`src/rtl/cmd_pkg.sv`:
```
// -----------------------------------------------------------------------------
// cmd_pkg
// Shared definitions for the scoring-console command path: the 4-bit command
// codes (also used by the scoring FSM), the ASCII characters that make up the
// command set, and the decoder FSM state encoding.
// -----------------------------------------------------------------------------
package cmd_pkg;

  // Command codes delivered on cmd_code
  localparam logic [3:0] CMD_RESET = 4'd0;  // "r"
  localparam logic [3:0] CMD_T1    = 4'd1;  // "t1"
  localparam logic [3:0] CMD_T2    = 4'd2;  // "t2"
  localparam logic [3:0] CMD_GO    = 4'd3;  // "g"
  localparam logic [3:0] CMD_S1    = 4'd4;  // "s1"
  localparam logic [3:0] CMD_S2    = 4'd5;  // "s2"
  localparam logic [3:0] CMD_S3    = 4'd6;  // "s3"
  localparam logic [3:0] CMD_P1    = 4'd7;  // "1"
  localparam logic [3:0] CMD_P2    = 4'd8;  // "2"
  localparam logic [3:0] CMD_NONE  = 4'hF;  // no / invalid command

  // ASCII characters used by the decoder
  localparam logic [7:0] ASCII_CR     = 8'h0D;
  localparam logic [7:0] ASCII_A_UP   = 8'h41;
  localparam logic [7:0] ASCII_Z_UP   = 8'h5A;
  localparam logic [7:0] ASCII_LC_BIT = 8'h20;  // upper -> lower case offset
  localparam logic [7:0] ASCII_R      = 8'h72;
  localparam logic [7:0] ASCII_T      = 8'h74;
  localparam logic [7:0] ASCII_G      = 8'h67;
  localparam logic [7:0] ASCII_S      = 8'h73;
  localparam logic [7:0] ASCII_1      = 8'h31;
  localparam logic [7:0] ASCII_2      = 8'h32;
  localparam logic [7:0] ASCII_3      = 8'h33;

  // Decoder FSM states
  typedef enum logic [1:0] {
    ST_IDLE    = 2'd0,
    ST_COLLECT = 2'd1,
    ST_DISCARD = 2'd2,
    ST_EMIT    = 2'd3
  } state_t;

endpackage

```
`src/rtl/cmd_match.sv`:
```
// -----------------------------------------------------------------------------
// cmd_match
// Purely combinational whole-line matcher. Compares the buffered line (first
// len characters of line) against the fixed command table.
//   line : buffered characters, index 0 is the first received
//   len  : number of valid characters in line
//   code : table code on a hit, CMD_NONE otherwise
//   hit  : line is a recognised command
// -----------------------------------------------------------------------------
module cmd_match
  import cmd_pkg::*;
#(
  parameter int DATA_W  = 7,
  parameter int MAX_LEN = 2,
  parameter int LEN_W   = $clog2(MAX_LEN + 1)
) (
  input  logic [MAX_LEN-1:0][DATA_W-1:0] line,
  input  logic [LEN_W-1:0]               len,
  output logic [3:0]                     code,
  output logic                           hit
);

  // Characters widened to 32 bits so the table compares independently of
  // DATA_W; a second character only exists when the buffer can hold one.
  logic [31:0] c0;
  logic [31:0] c1;

  assign c0 = 32'(line[0]);

  generate
    if (MAX_LEN > 1) begin : g_two_char
      assign c1 = 32'(line[1]);
    end else begin : g_one_char
      assign c1 = '0;
    end
  endgenerate

  always_comb begin
    code = CMD_NONE;
    if (32'(len) == 32'd1) begin
      case (c0)
        32'(ASCII_R): code = CMD_RESET;
        32'(ASCII_G): code = CMD_GO;
        32'(ASCII_1): code = CMD_P1;
        32'(ASCII_2): code = CMD_P2;
        default:      code = CMD_NONE;
      endcase
    end else if (32'(len) == 32'd2) begin
      case ({c0, c1})
        {32'(ASCII_T), 32'(ASCII_1)}: code = CMD_T1;
        {32'(ASCII_T), 32'(ASCII_2)}: code = CMD_T2;
        {32'(ASCII_S), 32'(ASCII_1)}: code = CMD_S1;
        {32'(ASCII_S), 32'(ASCII_2)}: code = CMD_S2;
        {32'(ASCII_S), 32'(ASCII_3)}: code = CMD_S3;
        default:                      code = CMD_NONE;
      endcase
    end
  end

  assign hit = (code != CMD_NONE);

endmodule

```
`src/rtl/cmd_decoder.sv`:
```
// -----------------------------------------------------------------------------
// cmd_decoder
// Collects characters from the UART receiver into a line buffer until the
// terminator arrives, then matches the whole line against the command table
// and reports the result to the scoring FSM.
//   clk        : system clock
//   reset      : synchronous, active-high reset
//   datain     : received character, valid while data_ready is high
//   data_ready : receiver byte-ready level (one character per rising edge)
//   cmd_code   : last decoded code, held until the next line completes
//   cmd_valid  : one-cycle strobe, cmd_code holds a recognised command
//   cmd_err    : one-cycle strobe, line was unknown, overflowed or empty
//   busy       : a partial line is buffered (COLLECT or DISCARD)
// -----------------------------------------------------------------------------
module cmd_decoder
  import cmd_pkg::*;
#(
  parameter int                DATA_W      = 7,
  parameter int                MAX_LEN     = 2,
  parameter logic [DATA_W-1:0] TERM        = DATA_W'(8'h0D),
  parameter int                TIMEOUT_CYC = 50_000_000,
  parameter int                CASE_FOLD   = 0
) (
  input  logic              clk,
  input  logic              reset,
  input  logic [DATA_W-1:0] datain,
  input  logic              data_ready,
  output logic [3:0]        cmd_code,
  output logic              cmd_valid,
  output logic              cmd_err,
  output logic              busy
);

  localparam int LEN_W = $clog2(MAX_LEN + 1);
  localparam int TO_W  = (TIMEOUT_CYC > 2) ? $clog2(TIMEOUT_CYC) : 1;
  localparam logic [LEN_W-1:0] LEN_MAX = LEN_W'(MAX_LEN);
  localparam logic [TO_W-1:0]  TO_LAST = TO_W'((TIMEOUT_CYC > 0) ? TIMEOUT_CYC - 1 : 0);

  state_t                         state_q, state_d;
  logic [MAX_LEN-1:0][DATA_W-1:0] buf_q, buf_d;
  logic [LEN_W-1:0]               len_q, len_d;
  logic [TO_W-1:0]                to_cnt_q, to_cnt_d;
  logic                           data_ready_q;
  logic [3:0]                     cmd_code_q, cmd_code_d;
  logic                           cmd_valid_q, cmd_valid_d;
  logic                           cmd_err_q, cmd_err_d;
  logic                           busy_q, busy_d;

  logic              accept;
  logic              is_term;
  logic              timeout_hit;
  logic [DATA_W-1:0] char_in;
  logic [3:0]        match_code;
  logic              match_hit;

  // A character is taken only on the rising edge of data_ready.
  assign accept = data_ready & ~data_ready_q;

  // Optional upper-to-lower case folding ahead of storage and compare.
  always_comb begin
    char_in = datain;
    if ((CASE_FOLD != 0) &&
        (32'(datain) >= 32'(ASCII_A_UP)) && (32'(datain) <= 32'(ASCII_Z_UP))) begin
      char_in = datain | DATA_W'(ASCII_LC_BIT);
    end
  end

  assign is_term     = (char_in == TERM);
  assign timeout_hit = (TIMEOUT_CYC != 0) && (to_cnt_q == TO_LAST);

  cmd_match #(
    .DATA_W  (DATA_W),
    .MAX_LEN (MAX_LEN),
    .LEN_W   (LEN_W)
  ) u_match (
    .line (buf_q),
    .len  (len_q),
    .code (match_code),
    .hit  (match_hit)
  );

  // Next-state logic. The strobes are registered: they are decided on the
  // terminator's accept cycle and therefore appear during the EMIT cycle.
  // Being in DISCARD when the terminator arrives is the overflow condition.
  always_comb begin
    state_d     = state_q;
    buf_d       = buf_q;
    len_d       = len_q;
    to_cnt_d    = '0;
    cmd_code_d  = cmd_code_q;
    cmd_valid_d = 1'b0;
    cmd_err_d   = 1'b0;

    case (state_q)
      ST_IDLE, ST_EMIT: begin
        // EMIT clears the line, then behaves exactly like IDLE so an accept
        // edge arriving here is not lost.
        if (state_q == ST_EMIT) begin
          state_d = ST_IDLE;
          buf_d   = '0;
          len_d   = '0;
        end
        if (accept) begin
          if (is_term) begin
            // Empty line
            state_d    = ST_EMIT;
            cmd_code_d = CMD_NONE;
            cmd_err_d  = 1'b1;
          end else begin
            state_d  = ST_COLLECT;
            buf_d    = '0;
            buf_d[0] = char_in;
            len_d    = LEN_W'(1);
          end
        end
      end

      ST_COLLECT: begin
        if (accept) begin
          if (is_term) begin
            state_d = ST_EMIT;
            if (match_hit) begin
              cmd_code_d  = match_code;
              cmd_valid_d = 1'b1;
            end else begin
              cmd_code_d = CMD_NONE;
              cmd_err_d  = 1'b1;
            end
          end else if (len_q == LEN_MAX) begin
            state_d = ST_DISCARD;
          end else begin
            for (int i = 0; i < MAX_LEN; i++) begin
              if (32'(len_q) == i) buf_d[i] = char_in;
            end
            len_d = len_q + LEN_W'(1);
          end
        end else if (timeout_hit) begin
          // Silent drop of a stale partial line
          state_d = ST_IDLE;
          buf_d   = '0;
          len_d   = '0;
        end else begin
          to_cnt_d = to_cnt_q + TO_W'(1);
        end
      end

      ST_DISCARD: begin
        if (accept) begin
          if (is_term) begin
            state_d    = ST_EMIT;
            cmd_code_d = CMD_NONE;
            cmd_err_d  = 1'b1;
          end
        end else if (timeout_hit) begin
          state_d = ST_IDLE;
          buf_d   = '0;
          len_d   = '0;
        end else begin
          to_cnt_d = to_cnt_q + TO_W'(1);
        end
      end

      default: begin
        state_d = ST_IDLE;
        buf_d   = '0;
        len_d   = '0;
      end
    endcase

    busy_d = (state_d == ST_COLLECT) || (state_d == ST_DISCARD);
  end

  always_ff @(posedge clk) begin
    if (reset) begin
      state_q      <= ST_IDLE;
      buf_q        <= '0;
      len_q        <= '0;
      to_cnt_q     <= '0;
      data_ready_q <= 1'b0;
      cmd_code_q   <= CMD_NONE;
      cmd_valid_q  <= 1'b0;
      cmd_err_q    <= 1'b0;
      busy_q       <= 1'b0;
    end else begin
      state_q      <= state_d;
      buf_q        <= buf_d;
      len_q        <= len_d;
      to_cnt_q     <= to_cnt_d;
      data_ready_q <= data_ready;
      cmd_code_q   <= cmd_code_d;
      cmd_valid_q  <= cmd_valid_d;
      cmd_err_q    <= cmd_err_d;
      busy_q       <= busy_d;
    end
  end

  assign cmd_code  = cmd_code_q;
  assign cmd_valid = cmd_valid_q;
  assign cmd_err   = cmd_err_q;
  assign busy      = busy_q;

endmodule

```
`config.mk`:
```
export PLATFORM = sky130hd
export DESIGN_NAME = cmd_decoder
export DESIGN_NICKNAME = d
export VERILOG_FILES = /design/src/rtl/cmd_pkg.sv /design/src/rtl/cmd_match.sv /design/src/rtl/cmd_decoder.sv
export SDC_FILE = /design/constraint.sdc
export NUM_CORES = 1
export LEC_CHECK = 0
export ABC_AREA = 0
export CAP_MARGIN = 20
export CORE_ASPECT_RATIO = 0.8
export CORE_MARGIN = 4
export CORE_UTILIZATION = 52
export CTS_CLUSTER_SIZE = 14
export DETAILED_ROUTE_END_ITERATION = 6
export GPL_ROUTABILITY_DRIVEN = 0
export PLACE_DENSITY = 0.71
export SLEW_MARGIN = 0
export SYNTH_ARGS = -nofsm -noshare
export SYNTH_HDL_FRONTEND = slang
export SYNTH_SLANG_ARGS = --single-unit
```
`constraint.sdc`:
```
create_clock -name clk -period 4.1 [get_ports clk]
set_input_delay 0.615 -clock clk [delete_from_list [all_inputs] [get_ports clk]]
set_output_delay 0.615 -clock clk [all_outputs]
set_load 0.03 [all_outputs]
```
==> results of run 1 <==
logic make-up (layout without fill, tap and decap cells):
logic type / count (synthesis) / count (layout) / synth area share
and+or+nand+nor: 144 / 144 / 0.280
AOI/OAI and AO/OA: 78 / 78 / 0.197
DFF: 52 / 52 / 0.368
xor gates and xnor gates: 26 / 26 / 0.0805
buffers and inverters: 24 / 36 / 0.0398
adders and majority gates: 7 / 7 / 0.0309
muxes: 1 / 1 / 0.00398
per-stage QoR:
stage,utilization,setup slack (ps),instances
floorplan,-,1930,332
global placement,0.585,1120,399
detailed placement,0.585,1160,399
CTS,0.603,1460,406
global route,0.603,1090,406
finish,0.603,1340,406
routing by layer:
layer	vias to the layer above	share of wire	track usage
met4	0	0.011	0.0645
li1	1229	-	-
met5	-	0	0
met2	72	0.39	0.301
met1	1145	0.52	0.309
met3	11	0.082	0.0516
power by group through the flow:
stage          Combinational (W)  Clock [W]  Sequential, W
6_report                0.000123   0.000315       0.000529
5_1_grt                 0.000136   0.000340       0.000530
4_1_cts                 0.000120   0.000321       0.000528
3_5_place_dp            0.000119          0       0.000540
3_3_place_gp            0.000118          0       0.000540
2_1_floorplan          0.0000848          0       0.000537
synth_stat cells (3+ instances only):
cell and count:
dfxtp_1 52, nor2_1 46, nand2_1 21, xor2_1 17, o21ai_0 16, a21oi_1 13, nand3_1 12, inv_1 11
nor3_1 10, xnor2_1 9, and3_1 8, a32o_1 7, clkbuf_1 7, ha_1 7, nand4_1 7, nor2b_1 7
or3_1 6, a22oi_1 5, o21a_1 5, and4_1 3, buf_2 3, nand2b_1 3, nand4b_1 3
worst max-delay path by stage:
stage	slack, ps	endpoint	startpoint
3_3_place_gp	1120	busy	datain[4]
4_1_cts	1460	buf_q[6]	data_ready
6_report	1340	buf_q[6]	data_ready
3_5_place_dp	1160	busy	datain[4]
2_1_floorplan	1930	buf_q[0]	datain[4]
5_1_grt	1090	buf_q[6]	data_ready
cell usage in the layout (no fill, tap or decap), types with 10 or more instances in the layout:
master and instances:
dfxtp_1 52, nor2_1 46, nand2_1 21, xor2_1 17, o21ai_0 16, clkdlybuf4s50_1 16
a21oi_1 13, nand3_1 12, inv_1 11, nor3_1 10
critical path, cell delays in order:
cell	delay (ps)
clkdlybuf4s50_1	490
nor2b_1	440
o21ai_1	220
a211oi_1	640
o21ai_0	240
a32o_1	310
sequential cells by signal, summed over array words and instances (netlist names):
register	cells
buf_q	14
busy	1
cmd_code	4
cmd_err	1
cmd_valid	1
data_ready_q	1
len_q	2
state_q	2
to_cnt_q	26
final cells by class:
type                       count  area, um2  area share
sequential                    52       1040       0.335
clock buffer                   7       96.3      0.0310
tap                           62       77.6      0.0250
timing repair buffer          18        175      0.0564
multi-input combinational    256       1680       0.539
inverter                      11       41.3      0.0133
==> metrics.txt, run 1 <==
outcome finished, final reports clean; top cells by area, synth dfxtp_1 37%, nor2_1 6.1%, xor2_1 5.3%, ha_1 3.1%, o21ai_0 2.8%; n_diodes 0; Setup-failing EPs final 0; number of I/O port buffers 16; Avg Vias per Cell 6.05; Yosys top cell by area dfxtp_1; area post-placement 3010 um2; CP Max Fanout 7; Routed WL 6640 um; RR Endpoint to_cnt_q[4]; fill count 459; Fmax achieved 362 MHz; Hold Path Cell Cnt 2; FF-to-FF setup slack 1510 ps; Total Power 0.000966 W; Starting Density 0.549; Clock Sinks 52; GRT overflow 0; Syn-to-layout area delta 9.81%; Ys Warns 0; max cap viols 0; clock tree buffer depth 2; Clk Latency, worst-skew pair 300 ps; clk_skew 10.9 ps; Avg WL per Cell 16.3 um; Die Ht 74.0 um; Hold WS 483 ps; post-CTS setup buffer count 0; R2R cell count 7; vias in the first global route 2382; # DRC 0; Clock power frac 0.326; Worst R2R Start to_cnt_q[0]; first-pass GRT wire length 11500 um; # H-tree levels 2; row count 23; ANT nets after route 0; top-area cell type share of the netlist area 0.368; via count 2457; Min-Delay Startpoint buf_q[11]; largest net degree at the start of global routing 27; peak supply drop 187 uV; Worst Setup End Kind register; worst path arrival time 2970 ps; Pint 0.000713 W; clk root buf clkbuf_8; Post-synth top flop dfxtp_1; NumNets Final 361; total die area 6690 um2; minimum clock period 2760 ps; Min-Delay Path Class reg2reg; Post-Syn Area 2830 um2; Die Width 90.5 um; first-pass iteration count of the detailed router 4; Post-synth EDFFs 0; clk slew on worst S/H paths 100 ps; Sequential Power Share 0.547; Syn Nets 349; sw frac 0.263; initial drt markers 176; post-route cell area 3110 um2; Combinational Power Share 0.127; antenna violations before repair 0; IO Pins 17; Yosys cell types 67; share of cells above drive strength 1 0.0756; RSZ-0062 raised after global routing false; final hold violation count 0; total negative slack 0 ps; Hold Buf Count CTS 0; CORE AREA 5150 um2; required time worst endpoint 4310 ps; total CTS buffers 5; post-synthesis sequential area ratio 0.368; WHS Endpoint buf_q[11]; Switch Pwr 0.000254 W; hpwl dp 4770 um; TritonCTS clock tree built; Async SR Flop Fraction 0; leak pwr 1.07 nW; flops & latches, synth 52; fin. max-slew vios 0; WS Path Type in2reg; startpoint types input pin; worst slew pin tran 884 ps; Power Density 311 nW/um2; final worst path period share 0.673; Gate Count Post-Synth 332; Relative slew margins 0.406; PostCTS Resize Cnt 0; Avg Cell Area, Syn 8.52 um2; Total Routing Usage GR 0.209
Note: power is estimated with default switching activity, not from simulation.
==> run 2: changes to the inputs <==
Settings changed: PLACE_DENSITY 0.71 to 0.74.
Clock period 4.1 ns to 2.26 ns, I/O delays scaled along.
==> run 2 against run 1 <==
Against the previous run: cell count grew 8.6%; die area unchanged; global-route usage up 1.5 points; flip-flop and latch count unchanged; first-iteration DRC count is 89% higher; sequential power up 81%; critical path depth increased by 1; clock skew fell by 2.2 ps; core utilization up 6.1 points; worst setup slack lost 1200 ps; via count rose by 8.2%; critical path type unchanged; critical endpoint is now buf_q[2].
==> metrics.txt, run 2 (synthesis results as in run 1) <==
post-route cell area 3420 um2 (was 3110 um2); initial drt markers 332 (was 176); Syn-to-layout area delta 20.9% (was 9.81%); number of I/O port buffers 16 (unchanged); most common cell after layout, fill and taps aside dfxtp_1 (unchanged); Total Power 0.00191 W (was 0.000966 W); clk_skew 8.66 ps (was 10.9 ps); TritonCTS clock tree built (unchanged); final worst-path setup slack 106 ps (was 1340 ps); clk slew on worst S/H paths 100 ps (about the same); required time worst endpoint 2460 ps (was 4310 ps); Avg Vias per Cell 6.03 (was 6.05); Die Ht 74.0 um (unchanged); Min-Delay Path Class reg2reg (unchanged); CORE AREA 5150 um2 (unchanged); Largest register FFs 26 (unchanged); clk root buf clkbuf_8 (unchanged); largest reg by FF count to_cnt_q (unchanged); Clk Latency, worst-skew pair 300 ps (about the same); CP Max Fanout 5 (was 7); Setup crit start datain[4] (was data_ready); Power Density 559 nW/um2 (was 311 nW/um2); total die area 6690 um2 (unchanged); Worst Setup End Kind register (unchanged); IO Pins 17 (unchanged); WS Path Type in2reg (unchanged); highest metal used met4 (unchanged); NumNets Final 395 (was 361); GRT overflow 0 (unchanged); worst path arrival time 2350 ps (was 2970 ps); Avg WL per Cell 16.2 um (was 16.3 um); met3 routed WL 619 um (was 542 um); Clock Sinks 52 (unchanged); final hold violation count 0 (unchanged); n_diodes 0 (unchanged); fin. max-slew vios 0 (unchanged); worst slew pin tran 499 ps (was 884 ps); ANT nets after route 0 (unchanged); most frequent cells in the layout 51 x dfxtp_1, 46 x nor2_1, 35 x buf_4 (was 52 x dfxtp_1, 46 x nor2_1, 21 x nand2_1); Total Routing Usage GR 0.224 (was 0.209); row count 23 (unchanged); vias in the first global route 2498 (was 2382); Hold WS 489 ps (was 483 ps); Routed WL 7160 um (was 6640 um); Setup-failing EPs final 0 (unchanged); largest net degree at the start of global routing 27 (unchanged); hpwl dp 5370 um (was 4770 um); startpoint types input pin (unchanged); Worst R2R Start buf_q[3] (was to_cnt_q[0]); minimum clock period 2150 ps; Min-Delay Startpoint cmd_code[3] (was buf_q[11]); area post-placement 3280 um2 (was 3010 um2); Routed met2 length 3010 um (was 2600 um); share of cells above drive strength 1 0.174 (was 0.0756); Starting Density 0.549 (unchanged); antenna violations before repair 0 (unchanged); # DRC 0 (unchanged); first-pass iteration count of the detailed router 5 (was 4); Relative slew margins 0.665 (was 0.406); first-pass GRT wire length 12100 um (was 11500 um); Die Width 90.5 um (unchanged); leak pwr 1.26 nW (was 1.07 nW); clock tree buffer depth 2 (unchanged); final worst path period share 0.953; via count 2658 (was 2457); outcome finished, final reports clean (unchanged); max cap viols 0 (unchanged); RSZ-0062 raised after global routing false (unchanged); total CTS buffers 5 (unchanged); DRT met1 WL 3490 um (was 3420 um); # H-tree levels 2 (unchanged); peak supply drop 303 uV (was 187 uV); Fmax achieved 464 MHz; Placement Setup Slack -228 ps (was 1160 ps)
-- run 2: cell count changes in the layout (fill, tap and decap cells not counted), sizes merged --
cell,delta
buf,+34
bufinv,+1
clkbuf,-1
clkinv,+1
-- run 2: critical path: stages --
cell	delay [ps]
clkdlybuf4s50_1	420
or4b_4	590
or2_4	300
a21oi_2	200
nor3_1	90
a21boi_1	190
a32o_1	220
-- run 2: worst paths after layout --
check	slack, ps	to	depth (start not counted)
hold / removal	490	cmd_code[3]	2
hold reg to reg	490	cmd_code[3]	2
setup reg to reg	140	cmd_code[2]	6
setup / recovery	110	buf_q[2]	7
-- run 2: timing repair --
item	in CTS	in global routing
endpoints found under the setup margin	7	15
hold buffers	0	0
endpoints found under the hold margin	0	0
pin swaps	0	1
resized for setup	1	5
setup buffers	0	0
-- run 2: stage by stage --
step / util / TNS [ps] / instances
final: 0.664 / 0 / 441
after detailed placement: 0.637 / -2510 / 433
after global placement: 0.637 / -1760 / 433
after global routing: 0.664 / 0 / 441
after CTS: 0.661 / 0 / 441
after floorplan: - / 0 / 332
-- run 2: area by class of cell --
cell class	instances	area, um2
clock buffers	6	82.6
clock inverters	2	38.8
fillers	439	1730
inverters	11	41.3
multi-input cells	256	1700
flip-flops and latches	52	1040
well taps	62	77.6
repair buffers	52	443
-- run 2: per-layer routing --
layer	GRT usage	vias to the layer above
met5	0	-
met4	0.0509	0
met3	0.0546	8
met2	0.334	131
met1	0.330	1226
li1	-	1293
-- run 2: report_power, final --
group,switching (W),total (W),leakage [nW],internal [W]
Clock,0.000310,0.000673,0.0614,0.000362
Combinational,0.000156,0.000283,0.776,0.000127
Sequential,0.0000227,0.000958,0.421,0.000935
Total,0.000489,0.00191,1.26,0.00142
